### src/rtl/sync_cntr_pkg.sv
// Shared definitions for the synchronous down counter: FSM state encoding.
package sync_cntr_pkg;

  typedef enum logic [1:0] {
    IDLE = 2'b00,
    RUN  = 2'b01,
    DONE = 2'b10
  } cntr_state_e;

endpackage

### src/rtl/tff_stage.sv
// Single T flip-flop bit of the counter with synchronous active-high clear.
module tff_stage (
  input  logic clk,
  input  logic clr,
  input  logic t,
  output logic q
);

  // Toggle-on-t storage bit; clear wins over toggle.
  always_ff @(posedge clk) begin
    if (clr) begin
      q <= 1'b0;
    end else if (t) begin
      q <= ~q;
    end else begin
      q <= q;
    end
  end

endmodule

### src/rtl/sync_down_cntr.sv
// Loadable down counter with one-shot / periodic modes, built from T flip-flop stages.
module sync_down_cntr #(
  parameter int WIDTH = 3
) (
  input  logic             clk,
  input  logic             clr,
  input  logic             load,
  input  logic [WIDTH-1:0] load_val,
  input  logic             en,
  input  logic             auto_reload,
  output logic [WIDTH-1:0] q,
  output logic             tc,
  output logic             busy
);

  import sync_cntr_pkg::*;

  cntr_state_e      state_r;
  cntr_state_e      state_nxt_s;
  logic [WIDTH-1:0] rl_q_r;
  logic [WIDTH-1:0] rl_q_nxt_s;
  logic [WIDTH-1:0] next_q_s;
  logic [WIDTH-1:0] t_s;
  logic             tc_nxt_s;
  logic             wr_s;
  logic             en_dec_s;

  // Next-state, next-count and terminal-count decode.
  always_comb begin
    state_nxt_s = state_r;
    rl_q_nxt_s  = rl_q_r;
    next_q_s    = q;
    tc_nxt_s    = 1'b0;
    wr_s        = 1'b0;
    en_dec_s    = 1'b0;
    if (load) begin
      next_q_s    = load_val;
      rl_q_nxt_s  = load_val;
      wr_s        = 1'b1;
      state_nxt_s = (load_val != {WIDTH{1'b0}}) ? RUN : IDLE;
    end else begin
      case (state_r)
        RUN: begin
          if (en) begin
            if (q != {WIDTH{1'b0}}) begin
              en_dec_s = 1'b1;
              next_q_s = q - {{(WIDTH-1){1'b0}}, 1'b1};
              tc_nxt_s = (q == {{(WIDTH-1){1'b0}}, 1'b1});
            end else if (auto_reload) begin
              next_q_s = rl_q_r;
              wr_s     = 1'b1;
            end else begin
              state_nxt_s = DONE;
            end
          end else begin
            state_nxt_s = RUN;
          end
        end
        IDLE:    state_nxt_s = IDLE;
        DONE:    state_nxt_s = DONE;
        default: state_nxt_s = IDLE;
      endcase
    end
  end

  // Stage toggles: parallel write flips differing bits, decrement is a borrow ripple.
  always_comb begin
    logic zeros_v;
    zeros_v = 1'b1;
    t_s     = {WIDTH{1'b0}};
    for (int i = 0; i < WIDTH; i++) begin
      if (wr_s) begin
        t_s[i] = q[i] ^ next_q_s[i];
      end else begin
        t_s[i] = en_dec_s & zeros_v;
      end
      zeros_v = zeros_v & ~q[i];
    end
  end

  for (genvar gi = 0; gi < WIDTH; gi++) begin : g_stage
    tff_stage u_stage (
      .clk (clk),
      .clr (clr),
      .t   (t_s[gi]),
      .q   (q[gi])
    );
  end

  // Control registers: FSM state, reload value and terminal-count pulse.
  always_ff @(posedge clk) begin
    if (clr) begin
      state_r <= IDLE;
      rl_q_r  <= {WIDTH{1'b0}};
      tc      <= 1'b0;
    end else begin
      state_r <= state_nxt_s;
      rl_q_r  <= rl_q_nxt_s;
      tc      <= tc_nxt_s;
    end
  end

  assign busy = (state_r == RUN);

endmodule

### config.mk
export PLATFORM = sky130hd
export DESIGN_NAME = sync_down_cntr
export DESIGN_NICKNAME = d
export VERILOG_FILES = /design/src/rtl/sync_cntr_pkg.sv /design/src/rtl/tff_stage.sv /design/src/rtl/sync_down_cntr.sv
export SDC_FILE = /design/constraint.sdc
export NUM_CORES = 1
export LEC_CHECK = 0
export CAP_MARGIN = 10
export CORE_AREA = 2 2 39 41
export CTS_BUF_LIST = sky130_fd_sc_hd__clkbuf_2
export DETAILED_ROUTE_END_ITERATION = 10
export DIE_AREA = 0 0 41 43
export PLACE_DENSITY = 0.71
export SLEW_MARGIN = 40
export SYNTH_ARGS = -nofsm -noshare
export SYNTH_HDL_FRONTEND = slang
export SYNTH_SLANG_ARGS = --single-unit
### constraint.sdc
create_clock -name clk -period 1.65 [get_ports clk]
set_input_delay 0.165 -clock clk [delete_from_list [all_inputs] [get_ports clk]]
set_output_delay 0.165 -clock clk [all_outputs]
set_load 0.05 [all_outputs]
==> reports/qor.csv, run 1 <==
stage,metric,value,unit
run_status,outcome,"complete, no violations",
cts,cts_buffers,3,
placement,io_buffers,12,
yosys,syn_inst,62,
finish,design_area,721,um^2
grt,met2_usage,0.231,
grt,busiest_layer,met2,
grt,globalRouteOverflowTotal,0,
floorplan,die_h,43,um
finish,regArea,180,um^2
route,vias,477,
yosys,synth_xor_area_frac,0,
sta,fin_setup_tns,0,ns
grt,grt_util_all_layers,0.151,
sta,setup_viol,0,
cts,worstSkewPairLatency,0.24,ns
route,routedWlPerCell,11.7,um
finish,n_fill_cell,135,
grt,grt_use_met3,0.0314,
critical_path,startpoint_type,flop,
finish,postLayoutCoreUtil,0.521,
yosys,synth_edf_count,0,
cts,cts_setup_buffers,0,
route,drt_first_iter_violations,5,
yosys,syn_area_per_cell,9.36,um^2
grt,antenna_found_initial,0,
sta,final.period_utilization,0.917,
finish,drive_gt1_frac,0.260,
placement,dpl.cell_count,89,
route,ant_nets,0,
sta,finalCriticalPeriod,1.51,ns
floorplan,io_pins,13,
placement,dpl_cell_area,698,um^2
finish,fin_nets,90,
critical_path,crit_chain,clkdlybuf4s50_1,
power,ir_worst_vdd,0.273,mV
cts,clockBufferDepth,2,
run,drv_cap,0,
floorplan,dieArea,0.00176,mm^2
grt,grt.met1_usage,0.177,
cts,cts_root_buf,clkbuf_2,
finish,diodes,0,
grt,grt_max_degree,10,
critical_path,cp_data_required_time,1.48,ns
min_path,hold_path_class,reg2reg,
cts,cts.sinks,9,
sta,rsz0062_at_grt,no,
sta,skew,0.00189,ns
floorplan,start_util,0.420,
sta,max_clock_freq,0.661,GHz
route,dr.pass1.iters,4,
yosys,syn_nets,74,
route,drc_errors,0,
critical_path,cp_max_fo,1,
yosys,ys.flop_type,dfxtp_1,
finish,area_delta_synth_final,24.1,%
yosys,synthAdderAreaFrac,0.0862,
yosys,synth_seq_area_share,0.310,
power,p_leak,0.286,nW
yosys,synth_top_family_by_area,simple AND/OR/NAND/NOR gates,
finish,mostFrequentLayoutCell,dfxtp_1,
route,drt-total-wl,1090,um
sta,hold_viol,0,
critical_path,cp_slowest_cell,clkdlybuf4s50_1,
cts,clkSlewWorstSetupHoldPaths,0.09,ns
cts,cts_tree,done,
critical_path,critPathKind,reg2out,
yosys,netlist_area,581,um^2
grt,grt_pass1_vias,443,
yosys,ys_ff_latch,9,
critical_path,ff2ff_setup_slack,0.15,ns
floorplan,design.core.area,0.00138,mm^2
placement,gp_congestion,0.710,
yosys,ys_async_sr_fraction,0,
critical_path,crit_family,buffers and inverters,
finish,final_cell_mix,"9 x dfxtp_1, 8 x inv_1, 8 x clkdlybuf4s50_1, 8 x buf_4, 5 x a21oi_1",
grt,grt_pass1_wl,1770,um
yosys,yosysUniqueCellTypes,28,
yosys,yosysWarnings,0,
finish,final_cells,93,
route,via_per_inst,5.13,
critical_path,crit_buf_inv,1,
critical_path,critPathMaxStageDelay,0.79,ns
yosys,synth_compound_area_frac,0.157,
yosys,synthSimpleGateAreaFrac,0.248,
placement,post-dp-hpwl,904,um
floorplan,row_count,14,
sta,slew_viol_final,0,
yosys,synth_mux_area_frac,0.0690,
critical_path,end_kind,primary output,
power,cellPowerDensity,734,mW/mm^2
floorplan,fp.dieW,41,um
cts,htree_levels,1,
finish,multi_input_comb_area,330,um^2
sta,tightest_slew,0.486,ns
critical_path,crit_arrival,1.35,ns
sta,maxSlewHeadroom,0.675,
-- synth_stat cells, types with 2 or more instances --
master / number / area, um^2
dfxtp_1: 9 / 180
inv_1: 8 / 30.0
a21oi_1: 5 / 25.0
ha_1: 4 / 50.1
mux2i_1: 4 / 40.0
buf_4: 3 / 22.5
nand2_1: 3 / 11.3
nor2_1: 3 / 11.3
a221oi_1: 2 / 17.5
buf_6: 2 / 22.5
nor3_1: 2 / 10.0
-- metal layers --
metal  share of wire  wire length (um)
met1            0.45               495
met2            0.48               529
met3           0.037                40
met4           0.025                27
met5               0                 0
-- cell families (layout without fill, tap and decap cells) --
logic type | count (synthesis) | after routing
compound gates | 13 | 13
fa+ha+maj | 4 | 4
buf+inv | 13 | 28
flops | 9 | 9
mux | 4 | 4
simple gates | 19 | 19
-- metrics by stage --
step	power (mW)	setup WS [ns]	hold slack (ns)
after floorplan	0.350	0.0964	0.309
after global routing	0.559	0.0436	0.517
after detailed placement	0.392	0.0888	0.480
final	0.529	0.137	0.495
after CTS	0.534	0.0647	0.495
after global placement	0.390	0.114	0.460
-- timing repair --
item,4_1_cts,5_1_grt
gates resized for setup,0,1
setup endpoints to repair,0,1
hold buffers,0,0
-- final timing paths --
path	from	end	cells past startpoint
max	tc$_SDFF_PP0_	tc	1
min reg2reg	rl_q_r[0]$_SDFFE_PP0P_	rl_q_r[0]$_SDFFE_PP0P_	2
max reg2reg	g_stage[1].u_stage.q$_SDFFE_PP0P_	g_stage[0].u_stage.q$_SDFFE_PP0P_	6
min	rl_q_r[0]$_SDFFE_PP0P_	rl_q_r[0]$_SDFFE_PP0P_	2
-- final cells by class --
class / instances / share of cell area
multi-input cells: 40 / 0.458
inverters: 8 / 0.0417
clock buffers: 4 / 0.0278
flip-flops and latches: 9 / 0.250
repair buffers: 16 / 0.194
well taps: 16 / 0.0278
-- report_power, final --
group	switching (mW)	internal (mW)
clock	0.0779	0.0644
sequential	0.00913	0.229
combinational	0.0838	0.0645
-- state kept, by name, summed over array words and instances, names as in the netlist --
name and count:
g_stage.u_stage.q 3, rl_q_r 3, state_r 2, tc 1
Power figures use the tool's default switching activity.
==> run 2: changes to the inputs <==
Settings changed: ABC_CLOCK_PERIOD_IN_PS set to 1650, RECOVER_POWER set to 25.
==> run 2 against run 1 <==
First-iteration DRC count rose by 20%; critical path depth did not move; global-route usage did not move; register-to-register slack barely moved; critical path type unchanged; largest power group unchanged; cell count did not move; utilization fell by 0.54 points; wire length rose by 0.92%; clock skew fell by 0.00083 ns.
==> reports/qor.csv, run 2 (synthesis gave the netlist of run 1 again) <==
stage,metric,value,unit
finish,drive_gt1_frac,0.234,
finish,final_cell_mix,"9 x dfxtp_1, 8 x inv_1, 7 x clkdlybuf4s50_1",
cts,cts.sinks,9,
grt,antenna_found_initial,0,
cts,clkSlewWorstSetupHoldPaths,0.09,ns
grt,grt_pass1_wl,1770,um
critical_path,cp_data_required_time,1.48,ns
power,cellPowerDensity,737,mW/mm^2
power,ir_worst_vdd,0.270,mV
placement,dp_slack,0.0888,ns
sta,hold_viol,0,
finish,postLayoutCoreUtil,0.515,
power,clockPowerShare,0.272,
sta,setup_viol,0,
cts,cts_setup_buffers,0,
sta,max_clock_freq,0.660,GHz
sta,finalCriticalPeriod,1.52,ns
route,vias,472,
critical_path,cp_max_fo,1,
floorplan,fp.dieW,41,um
run_status,outcome,"complete, no violations",
floorplan,io_pins,13,
floorplan,start_util,0.420,
route,dr.pass1.iters,4,
sta,final.period_utilization,0.918,
finish,fin_nets,90,
cts,clockBufferDepth,2,
placement,gp_congestion,0.710,
critical_path,critPathMaxStageDelay,0.79,ns
power,seq_power_share,0.453,
grt,grt_util_all_layers,0.151,
cts,cts_buffers,3,
power,combPwrFrac,0.275,
grt,globalRouteOverflowTotal,0,
sta,slew_viol_final,0,
min_path,hold_path_class,reg2reg,
critical_path,startpoint_type,flop,
min_path,worstHoldEndpoint,g_stage[0].u_stage.q$_SDFFE_PP0P_,
grt,grt_max_degree,10,
floorplan,dieArea,0.00176,mm^2
critical_path,timing.rr.start,g_stage[1].u_stage.q$_SDFFE_PP0P_,
placement,post-dp-hpwl,904,um
cts,worstSkewPairLatency,0.24,ns
power,switchingPower,0.171,mW
sta,setup_ws,0.135,ns
power,p_leak,0.279,nW
floorplan,die_h,43,um
min_path,holdPathStages,2,
route,via_per_inst,5.08,
cts,htree_levels,1,
sta,skew,0.00106,ns
power,sw_frac_of_total,0.326,
critical_path,crit_arrival,1.35,ns
route,routedWlPerCell,11.8,um
cts,cts_root_buf,clkbuf_2,
critical_path,cp_slowest_cell,clkdlybuf4s50_1,
finish,top_regs,"g_stage.u_stage.q (3), rl_q_r (3), state_r (2)",
finish,diodes,0,
min_path,hold_start,rl_q_r[0]$_SDFFE_PP0P_,
cts,cts_hold_buf,0,
placement,io_buffers,12,
sta,rsz0062_at_grt,no,
route,drt-total-wl,1100,um
critical_path,crit_buf_inv,1,
critical_path,ff2ff_setup_slack,0.16,ns
run,drv_cap,0,
critical_path,end_kind,primary output,
sta,maxSlewHeadroom,0.608,
power,power.internal,0.355,mW
grt,grt_pass1_vias,443,
critical_path,crit_family,buffers and inverters,
finish,mostFrequentLayoutCell,dfxtp_1,
floorplan,row_count,14,
sta,tightest_slew,0.591,ns
sta,fin_setup_tns,0,ns
critical_path,critPathKind,reg2out,
finish,area_delta_synth_final,22.8,%
critical_path,reg2reg_to,g_stage[1].u_stage.q$_SDFFE_PP0P_,
route,drc_errors,0,
cts,cts_tree,done,
critical_path,ff2ff_path_depth,6,
route,drt_first_iter_violations,6,
floorplan,design.core.area,0.00138,mm^2
critical_path,crit_chain,clkdlybuf4s50_1,
route,ant_nets,0,
## run 2: stage by stage
stage | instance area [um^2] | hold WS [ns] | instances | total power [mW]
2_1_floorplan | 583 | 0.309 | 62 | 0.350
3_3_place_gp | 698 | 0.460 | 89 | 0.390
3_5_place_dp | 698 | 0.480 | 89 | 0.392
4_1_cts | 718 | 0.495 | 93 | 0.534
5_1_grt | 713 | 0.517 | 93 | 0.555
6_report | 713 | 0.496 | 93 | 0.526
## run 2: cell type report
type / instances / area [um^2]
Multi-Input combinational cell: 40 / 330
Sequential cell: 9 / 180
Timing Repair Buffer: 16 / 133
Tap cell: 16 / 20.0
Fill cell: 137 / 671
Inverter: 8 / 30.0
Clock buffer: 4 / 20.0
## run 2: worst max path at each step
| stage | cells after the start | slack (ns) | endpoint | startpoint |
|---|---|---|---|---|
| finish | 1 | 0.13 | tc | tc$_SDFF_PP0_ |
| global route | 6 | 0.05 | g_stage[1].u_stage.q$_SDFFE_PP0P_ | g_stage[1].u_stage.q$_SDFFE_PP0P_ |
| CTS | 6 | 0.06 | g_stage[0].u_stage.q$_SDFFE_PP0P_ | g_stage[1].u_stage.q$_SDFFE_PP0P_ |
| detailed placement | 5 | 0.09 | g_stage[1].u_stage.q$_SDFFE_PP0P_ | auto_reload |
| global placement | 6 | 0.11 | g_stage[0].u_stage.q$_SDFFE_PP0P_ | g_stage[1].u_stage.q$_SDFFE_PP0P_ |
| floorplan | 6 | 0.1 | g_stage[1].u_stage.q$_SDFFE_PP0P_ | state_r[1]$_SDFFE_PP0P_ |
## run 2: repair_timing
action                                  4_1_cts  5_1_grt
gates resized for setup                       0        1
hold endpoints to repair                      0        0
endpoints found under the setup margin        0        1
## run 2: power by group through the flow
| stage | registers (mW) | logic (mW) | clock network, mW |
|---|---|---|---|
| 5_1_grt | 0.240 | 0.158 | 0.157 |
| 6_report | 0.238 | 0.145 | 0.143 |
| 3_5_place_dp | 0.243 | 0.148 | 0 |
| 3_3_place_gp | 0.243 | 0.147 | 0 |
| 4_1_cts | 0.238 | 0.149 | 0.147 |
| 2_1_floorplan | 0.243 | 0.107 | 0 |
## run 2: per-layer routing
metal	vias up	wire, um	share of wire	track usage
met5	-	0	0	0
met2	13	522	0.47	0.231
li1	247	-	-	-
met3	4	40	0.036	0.0314
met1	208	511	0.46	0.177
met4	0	27	0.025	0.100
